`config.mk`:
```
export PLATFORM = sky130hd
export DESIGN_NAME = rr_picker
export DESIGN_NICKNAME = d
export VERILOG_FILES = /design/src/rtl/bus_arb_pkg.sv /design/src/rtl/bus_arbiter_rr_picker.sv
export SDC_FILE = /design/constraint.sdc
export NUM_CORES = 1
export LEC_CHECK = 0
export BUFFER_PORTS_ARGS = -buffer_cell sky130_fd_sc_hd__buf_2
export CORE_ASPECT_RATIO = 2
export CORE_MARGIN = 5
export CORE_UTILIZATION = 48
export DETAILED_ROUTE_END_ITERATION = 10
export PLACE_DENSITY_LB_ADDON = 0.1
export SLEW_MARGIN = 5
export SYNTH_ARGS = -nofsm -noshare
export SYNTH_HDL_FRONTEND = slang
export SYNTH_SLANG_ARGS = --single-unit
```
`constraint.sdc`:
```
create_clock -name vclk -period 4.65
set_input_delay 0.2325 -clock vclk [all_inputs]
set_output_delay 0.2325 -clock vclk [all_outputs]
set_load 0.005 [all_outputs]
```
`src/rtl/bus_arb_pkg.sv`:
```
// Shared encodings and helpers for the common-bus arbiter.
package bus_arb_pkg;

    localparam int SEL_W        = 3;
    localparam int NUM_SRC      = 7;
    localparam int MAX_HOLD_DEF = 4;

    typedef enum logic [SEL_W-1:0] {
        SEL_NONE = 3'd0,
        SEL_AR   = 3'd1,
        SEL_PC   = 3'd2,
        SEL_DR   = 3'd3,
        SEL_AC   = 3'd4,
        SEL_IR   = 3'd5,
        SEL_TR   = 3'd6,
        SEL_MEM  = 3'd7
    } sel_e;

    typedef enum logic {
        ST_IDLE = 1'b0,
        ST_OWN  = 1'b1
    } state_t;

    function automatic logic [NUM_SRC-1:0] sel_decode(input logic [SEL_W-1:0] s);
        logic [NUM_SRC-1:0] one_hot;
        one_hot = '0;
        if (s != SEL_NONE) one_hot = {{(NUM_SRC-1){1'b0}}, 1'b1} << (s - 3'd1);
        return one_hot;
    endfunction

    // Round-robin successor: 7 wraps back to 1, select 0 is never a source.
    function automatic logic [SEL_W-1:0] next_src(input logic [SEL_W-1:0] s);
        return (s == SEL_MEM) ? SEL_AR : s + 3'd1;
    endfunction

endpackage

```
`src/rtl/bus_arbiter_rr_picker.sv`:
```
// Combinational round-robin search: first requester at or after pointer, wrapping
// 7->1, skipping the source named by exclude (0 excludes nobody).
module rr_picker
    import bus_arb_pkg::*;
(
    input  logic [NUM_SRC-1:0] req,
    input  logic [SEL_W-1:0]   pointer,
    input  logic [SEL_W-1:0]   exclude,
    output logic               valid,
    output logic [SEL_W-1:0]   winner
);

    logic [SEL_W-1:0] cand;

    always_comb begin
        valid  = 1'b0;
        winner = SEL_NONE;
        cand   = pointer;
        for (int k = 0; k < NUM_SRC; k++) begin
            if (!valid && cand != exclude && |(req & sel_decode(cand))) begin
                valid  = 1'b1;
                winner = cand;
            end
            cand = next_src(cand);
        end
    end

endmodule

```
==> results_dict.tcl, run 1 <==
set metrics [dict create \
    status "completed" \
    io_buffer_count 17 \
    grt_pass1_wl_mm 7.25 \
    place.gp.congestion 0.905 \
    clock.fmax_mhz 226 \
    crit_arrival_ns 4.19 \
    ff_latch_area_sq_um 0 \
    grt_overflow_total 0 \
    dieArea_sq_mm 0.00443 \
    nFillCells 279 \
    routedWlPerCell_um 18.3 \
    setup_viol 0 \
    hold_class "in2out" \
    antenna_cells 0 \
    power.density_mw_per_mm2 360 \
    initial_utilization_pct 50.6 \
    ys_seq_area_share_pct 0 \
    coreArea_sq_mm 0.00298 \
    finalCritPeriodShare_pct 95.1 \
    ctsHoldBuffers 0 \
    slew_headroom_pct 58.9 \
    grt_usage_pct 20.5 \
    design_area_sq_mm 0.00189 \
    dpl_cell_area_sq_mm 0.00175 \
    drv_slew 0 \
    drt_iter0_markers 65 \
    num_rows 28 \
    dr.pass1.iters 5 \
    worst-slew-pin-transition_ns 0.614 \
    crit_required_ns 4.42 \
    final.clkbuf_count 0 \
    drive_above_1_share_pct 36.1 \
    finalSetupTns_ns 0 \
    yosysWarnings 0 \
    die_h_um 89.2 \
    hold_viol_final 0 \
    ioPinCount 17 \
    hpwl_mm 3.72 \
    grt_max_degree 13 \
    netlist_area_sq_mm 0.00151 \
    design.seq.count 0 \
    synth_nets 234 \
    critPathKind "in2out" \
    die_w_um 49.6 \
    holdPathStages 5 \
    drc_errors 0 \
    grt_pass1_vias 1586 \
    rsz0062_at_grt "no" \
    synth_top_area_share_pct 30.7 \
    vias_per_cell 6.26 \
    ys_top_cells_by_area "ha_1 (31%), xnor2_1 (7.0%), a22oi_1 (6.0%), a21oi_1 (4.7%), xor2_1 (4.7%)" \
    irDropWorstVdd_uv 244 \
    syn_area_per_cell_sq_um 8.19 \
    worstHoldEndpoint "winner[2]" \
    drtAntennaViolNets 0 \
    end_kind "output port" \
    cap_violations 0 \
    post-route-min-period_ns 4.42 \
    wl_mm 4.57 \
    leakagePower_nw 0.855 \
    whs_ns 1.04 \
    synth_cell_types 47 \
    worstHoldStart "pointer[2]" \
    critPathLaunchType "primary input" \
    finish.net_count 271 \
    area_growth_pct 25.7 \
    post-place-ws_ns -0.232 \
    yosys.area.top_type "ha_1" \
    power.total_mw 0.683 \
    dr_total_vias 1559 \
    synthCells 184 \
    antenna_found_initial 0 \
    setup_ws_ns 0.230 \
    critPathMaxFanout 5 \
]
## worst max-delay path: stages
cell      delay [ns]
buf_2           0.11
ha_2            0.19
ha_4            0.28
ha_4            0.21
ha_4            0.27
ha_2            0.17
nor2_1          0.06
a21oi_2         0.20
inv_2           0.07
ha_2            0.21
ha_4            0.28
mux2_4          0.31
a221oi_4        0.33
a311oi_2        0.08
or4_4           0.55
nor3_4          0.27
a221o_2         0.20
a22oi_2         0.04
buf_2           0.13
## timing repair
action	4_1_cts	5_1_grt
gates resized for setup	3	16
cloned	0	0
setup buffers	1	0
pin swaps	2	6
endpoints found under the setup margin	3	3
hold endpoints to repair	0	0
## cells in the mapped netlist, drive strengths merged, types with 3 or more instances
cell    count
a22oi      13
a21oi      15
o21ai       3
or3         4
nand2      12
a211oi      3
a221oi      5
ha         37
nor3        5
clkbuf      4
xnor2      12
inv        14
nand3       3
a222oi      5
and2b       3
nor2        9
xor2        8
## stage by stage
stage | utilization (%) | cells
2_1_floorplan | - | 184
3_3_place_gp | 58.9 | 248
3_5_place_dp | 58.9 | 248
4_1_cts | 59.9 | 249
5_1_grt | 63.6 | 249
6_report | 63.6 | 249
## power by group
group / switching (mW) / total, mW / leakage [nW] / internal, mW
registers: 0 / 0 / 0 / 0
logic: 0.349 / 0.683 / 0.855 / 0.334
clock network: 0 / 0 / 0 / 0
## how the worst max path moves through the flow
| stage | from | end | slack [ns] | cells after the start |
|---|---|---|---|---|
| 2_1_floorplan | pointer[0] | winner[0] | 0.13 | 17 |
| 3_3_place_gp | pointer[0] | winner[0] | -0.17 | 19 |
| 3_5_place_dp | pointer[0] | winner[0] | -0.23 | 19 |
| 4_1_cts | pointer[0] | winner[0] | 0.002 | 19 |
| 5_1_grt | pointer[0] | winner[0] | 0.02 | 19 |
| 6_report | pointer[0] | winner[0] | 0.23 | 19 |
## logic make-up after synthesis
| group | after synthesis | synth area share [%] |
|---|---|---|
| multiplexers | 4 | 2.82 |
| adder cells (fa/ha/maj) | 37 | 30.7 |
| AO/OA/AOI/OAI | 56 | 30.5 |
| buffers and inverters | 20 | 6.64 |
| AND/OR/NAND/NOR | 47 | 17.7 |
| XOR/XNOR | 20 | 11.6 |
## layout make-up
class / count / area [sq um] / share of cell area (%)
inverters: 14 / 52.6 / 2.77
multi-input cells: 164 / 1540 / 81.2
well taps: 30 / 37.5 / 1.98
repair buffers: 41 / 265 / 14.0
## cells in the final DEF, fill, tap and decap left out, drive strengths merged, types with 8 or more instances in the layout
cell type	Yosys	layout
a22oi	13	13
ha	37	37
nand2	12	12
buf	2	41
inv	14	14
xor2	8	8
xnor2	12	12
a21oi	15	15
nor2	9	9
## metal layers
metal / GRT usage, % / up-vias / wire, um
met1: 19.3 / 740 / 1520
met3: 0.501 / 15 / 117
met4: 10.7 / 0 / 259
met2: 42.5 / 42 / 2670
met5: 0 / - / 0
li1: - / 762 / -
Power figures use the tool's default switching activity.
==> inputs of run 2 (changes only) <==
--- a/config.mk
+++ b/config.mk
@@ -8,7 +8,7 @@
 export BUFFER_PORTS_ARGS = -buffer_cell sky130_fd_sc_hd__buf_2
 export CORE_ASPECT_RATIO = 2
 export CORE_MARGIN = 5
-export CORE_UTILIZATION = 48
+export CORE_UTILIZATION = 50
 export DETAILED_ROUTE_END_ITERATION = 10
 export PLACE_DENSITY_LB_ADDON = 0.1
 export SLEW_MARGIN = 5
==> run 2 against run 1 <==
Global-route usage rose by 0.64 points. Flip-flop and latch count did not move. Design area fell by 1.3%. First-iteration DRC count fell by 25%. Sequential share of layout area did not move. Fmax fell by 1.4%. Largest power group unchanged.
==> results_dict.tcl, run 2 (synthesis gave the netlist of run 1 again) <==
set metrics [dict create \
    drt_iter0_markers 49 \
    crit_slowest_cell "or4_4" \
    power.density_mw_per_mm2 363 \
    worst-slew-pin-transition_ns 0.643 \
    antenna_cells 0 \
    die_h_um 87.6 \
    crit_arrival_ns 4.25 \
    slew_headroom_pct 56.9 \
    coreArea_sq_mm 0.00294 \
    drive_above_1_share_pct 35.0 \
    setup_viol 0 \
    grt_pass1_wl_mm 7.25 \
    wl_mm 4.55 \
    grt_overflow_total 0 \
    drc_errors 0 \
    grt_usage_pct 21.1 \
    crit_chain "buf_2 -> ha_1 -> ha_1 -> ha_4 -> ha_4 -> ha_1 -> nor2_1 -> a21oi_2 -> inv_2 -> ha_2 -> ha_4 -> mux2_2 -> a221oi_4 -> a311oi_2 -> or4_4 -> nor3_4 -> nor3_2 -> a22oi_2 -> buf_2" \
    nFillCells 276 \
    num_rows 28 \
    design.seq.count 0 \
    drv_slew 0 \
    dr.pass1.iters 4 \
    grt_pass1_vias 1551 \
    critPathKind "in2out" \
    rsz0062_at_grt "no" \
    layout_common_cells "ha_1 (30), buf_4 (25), buf_2 (17)" \
    die_w_um 48.8 \
    grt_max_degree 13 \
    routedWlPerCell_um 18.2 \
    hold_viol_final 0 \
    hold_class "in2out" \
    holdPathStages 5 \
    ioPinCount 17 \
    layout_commonest_cell "ha_1" \
    hpwl_mm 3.71 \
    drtAntennaViolNets 0 \
    final.clkbuf_count 0 \
    finish.net_count 272 \
    power.total_mw 0.679 \
    post-route-min-period_ns 4.48 \
    ctsHoldBuffers 0 \
    antenna_found_initial 0 \
    irDropWorstVdd_uv 226 \
    area_growth_pct 24.2 \
    leakagePower_nw 0.857 \
    clock.fmax_mhz 223 \
    finalSetupTns_ns 0 \
    dieArea_sq_mm 0.00428 \
    status "completed" \
    cap_violations 0 \
    place.gp.congestion 0.938 \
    vias_per_cell 6.15 \
    crit_required_ns 4.42 \
    ff_latch_area_sq_um 0 \
    initial_utilization_pct 51.2 \
    critPathMaxFanout 5 \
    finalCritPeriodShare_pct 96.4 \
    end_kind "output port" \
    io_buffer_count 17 \
    critPathLaunchType "primary input" \
    dr_total_vias 1537 \
    max_stage_delay_ns 0.48 \
]
## run 2: changes by cell type in the layout (fill, tap and decap cells not counted), sizes merged
cell	before	now
buf	41	42
## run 2: worst max-delay path, delay by kind of cell
kind	cells	cell delay (ns)
buffers and inverters	3	0.32
AO/OA/AOI/OAI	4	0.76
AND/OR/NAND/NOR	4	0.91
multiplexers	1	0.35
adder cells (fa/ha/maj)	7	1.68
## run 2: final timing paths
check | end | slack, ns | from
max | winner[0] | 0.17 | pointer[0]
min | winner[2] | 0.99 | pointer[2]
## run 2: repair_timing
item | 4_1_cts | 5_1_grt
setup buffers | 1 | 1
endpoints found under the setup margin | 3 | 3
pin swaps | 5 | 4
resized for setup | 10 | 4
## run 2: stage by stage
stage | cells | utilization (%) | instance area, sq um | worst slack [ns] | hold WS (ns)
after CTS | 249 | 62.6 | 1840 | 0.0472 | 1.00
after detailed placement | 248 | 59.6 | 1750 | -0.308 | 0.996
final | 250 | 63.6 | 1870 | 0.167 | 0.994
after global placement | 248 | 59.6 | 1750 | -0.175 | 0.996
after global routing | 250 | 63.6 | 1870 | 0.000475 | 1.06
after floorplan | 184 | - | 1510 | 0.126 | 0.680
## run 2: final cells by class
type                            instances  area, sq um  area share [%]
Multi-Input combinational cell        164         1510            80.6
Timing Repair Buffer                   42          273            14.6
Inverter                               14         52.6            2.81
Tap cell                               30         37.5            2.01
## run 2: report_power, final
group | total, mW | switching (mW) | internal, mW | leakage, nW
Combinational | 0.679 | 0.346 | 0.333 | 0.857
Clock | 0 | 0 | 0 | 0
Sequential | 0 | 0 | 0 | 0
Total | 0.679 | 0.346 | 0.333 | 0.857
## run 2: metal layers
layer	vias to the layer above	track usage (%)	wire length, um
li1	766	-	-
met1	724	19.4	1520
met2	37	46.5	2760
met3	10	0.681	133
met4	0	6.62	145
met5	-	0	0
==> inputs of run 3 (changes only) <==
--- a/config.mk
+++ b/config.mk
@@ -5,12 +5,14 @@
 export SDC_FILE = /design/constraint.sdc
 export NUM_CORES = 1
 export LEC_CHECK = 0
+export ABC_AREA = 1
 export BUFFER_PORTS_ARGS = -buffer_cell sky130_fd_sc_hd__buf_2
 export CORE_ASPECT_RATIO = 2
 export CORE_MARGIN = 5
 export CORE_UTILIZATION = 50
 export DETAILED_ROUTE_END_ITERATION = 10
 export PLACE_DENSITY_LB_ADDON = 0.1
+export RECOVER_POWER = 100
 export SLEW_MARGIN = 5
 export SYNTH_ARGS = -nofsm -noshare
 export SYNTH_HDL_FRONTEND = slang
==> run 3 against run 2 <==
Sequential share of layout area did not move. Non-clock buffer count is 22 lower. Die area is 7.4% higher. Utilization decreased by 7.6 points. Design area is 5.5% lower. First-iteration DRC count shrank 20%. Fmax up 3.8%.
==> results_dict.tcl, run 3 <==
set metrics [dict create \
    design_area_sq_mm 0.00177 \
    ys_seq_area_share_pct 0 \
    design.seq.count 0 \
    p_int_mw 0.216 \
    setup_ws_ns 0.331 \
    ioPinCount 17 \
    finalCritPeriodShare_pct 92.9 \
    crit_arrival_ns 4.09 \
    initial_utilization_pct 51.9 \
    p_clk_share_pct 0 \
    grt_pass1_vias 1625 \
    yosysMostFrequentCell "nand2_1" \
    die_h_um 91.0 \
    setup_viol 0 \
    seqPwrFrac_pct 0 \
    coreArea_sq_mm 0.00316 \
    drt_iter0_markers 39 \
    grt_usage_pct 19.1 \
    status "completed" \
    grt_max_degree 9 \
    drive_above_1_share_pct 14.9 \
    cap_violations 0 \
    ys_top_cells_by_area "ha_1 (28%), nand2_1 (21%), nand3_1 (11%), inv_1 (7.3%), xnor2_1 (5.3%)" \
    rsz0062_at_grt "no" \
    antenna_cells 0 \
    finalSetupTns_ns 0 \
    final.clkbuf_count 0 \
    hpwl_mm 3.85 \
    ctsHoldBuffers 0 \
    die_w_um 50.5 \
    layout_common_cells "nand2_1 (91), ha_1 (37), nand3_1 (35)" \
    netlist_area_sq_mm 0.00164 \
    synth_nets 328 \
    power.total_mw 0.565 \
    place.gp.congestion 0.860 \
    crit_chain "buf_2 -> ha_1 -> ha_1 -> ha_1 -> ha_1 -> inv_1 -> nand2_4 -> ha_1 -> ha_1 -> ha_1 -> inv_1 -> nor2_1 -> ha_1 -> a21oi_1 -> nand3_1 -> nand2_1 -> nand2_1 -> nand2_1 -> a21oi_2 -> nand4_1 -> nand3_1 -> clkbuf_1" \
    worstHoldStart "pointer[2]" \
    synth_top_area_share_pct 28.2 \
    num_rows 29 \
    slew_headroom_pct 80.9 \
    post-place-ws_ns 0.246 \
    worstHoldEndpoint "winner[2]" \
    synth_common_cells "nand2_1 (91), ha_1 (37), nand3_1 (35)" \
    crit_slowest_cell "ha_1" \
    end_kind "output port" \
    layout_commonest_cell "nand2_1" \
    post-route-min-period_ns 4.32 \
    wl_mm 4.48 \
    drc_errors 0 \
    switching_power_mw 0.349 \
    grt_overflow_total 0 \
    finish.net_count 347 \
    crit_required_ns 4.42 \
    synth_cell_types 22 \
    dieArea_sq_mm 0.00459 \
    grt_pass1_wl_mm 7.36 \
    critPathKind "in2out" \
    clock.fmax_mhz 232 \
    yosys.area.top_type "ha_1" \
    switching_share_pct 61.8 \
    leakagePower_nw 1.01 \
    yosysWarnings 0 \
    vias_per_cell 5.47 \
    routedWlPerCell_um 13.7 \
    antenna_found_initial 0 \
    worst-slew-pin-transition_ns 0.286 \
    irDropWorstVdd_uv 316 \
    power.density_mw_per_mm2 320 \
    critPathLaunchType "primary input" \
    hold_class "in2out" \
    drtAntennaViolNets 0 \
    dr.pass1.iters 4 \
    drv_slew 0 \
    dpl_cell_area_sq_mm 0.00177 \
    syn_area_per_cell_sq_um 5.90 \
    max_stage_delay_ns 0.39 \
    holdPathStages 8 \
    area_growth_pct 7.86 \
    hold_viol_final 0 \
    dr_total_vias 1782 \
    cpMostUsedCell "ha_1" \
    ff_latch_area_sq_um 0 \
    critPathMaxFanout 8 \
    synthCells 278 \
    io_buffer_count 17 \
    combPwrFrac_pct 100.0 \
]
run 3: cell types whose count changed after synthesis, sizes merged, moves of 5 or more:
cell / previous run / this run
nand3b: 0 / 5
a221oi: 5 / 0
inv: 14 / 43
nor2: 9 / 22
a222oi: 5 / 0
nand4: 0 / 11
a22oi: 13 / 1
a21oi: 15 / 6
nand3: 3 / 36
nand2: 12 / 98
run 3: cell families (layout without fill, tap and decap cells):
group,after synthesis,in the layout,share of synthesized area [%]
AO/OA/AOI/OAI,7,7,2.29
XOR/XNOR,15,15,8.01
adder cells (fa/ha/maj),37,37,28.2
buffers and inverters,46,63,11.1
AND/OR/NAND/NOR,173,173,50.4
run 3: through the flow:
stage,std cells,utilization (%),hold slack (ns)
floorplan,278,-,0.738
global placement,326,55.9,1.09
detailed placement,326,55.9,1.09
CTS,326,55.9,1.10
global route,326,56.0,1.14
finish,326,56.0,1.10
run 3: worst max-delay path, delay by kind of cell:
| family | cells | cell delay, ns |
|---|---|---|
| adders and majority gates | 8 | 2.56 |
| and+or+nand+nor | 8 | 0.60 |
| AOI/OAI and AO/OA | 2 | 0.21 |
| buffers and inverters | 4 | 0.47 |
run 3: worst max-delay path by stage:
stage | start | to | slack, ns | cells after the start
4_1_cts | pointer[0] | winner[0] | 0.24 | 21
5_1_grt | pointer[0] | winner[2] | 0.06 | 21
3_3_place_gp | pointer[0] | winner[1] | 0.31 | 21
6_report | pointer[0] | winner[1] | 0.33 | 22
2_1_floorplan | pointer[0] | winner[0] | 0.85 | 20
3_5_place_dp | pointer[0] | winner[0] | 0.25 | 22
run 3: per-layer routing:
layer / global-route usage, % / up-vias / part of all wire [%]
met4: 2.13 / 0 / 1.0
li1: - / 917 / -
met5: 0 / - / 0
met2: 38.2 / 32 / 57
met1: 21.6 / 827 / 40
met3: 0.656 / 6 / 2.7
run 3: timing repair:
item                                    in CTS  in global routing
setup buffers                                0                  0
endpoints found under the setup margin       0                  3
resized for setup                            0                  1
run 3: area by class of cell:
class | instances | area (sq um)
multi-input combinational | 232 | 1460
fill | 348 | 1390
inverter | 43 | 161
timing repair buffer | 20 | 106
tap | 31 | 38.8
run 3: power by group through the flow:
stage | combinational (mW) | sequential, mW | clock [mW]
floorplan | 0.420 | 0 | 0
global placement | 0.555 | 0 | 0
detailed placement | 0.560 | 0 | 0
CTS | 0.563 | 0 | 0
global route | 0.633 | 0 | 0
finish | 0.565 | 0 | 0
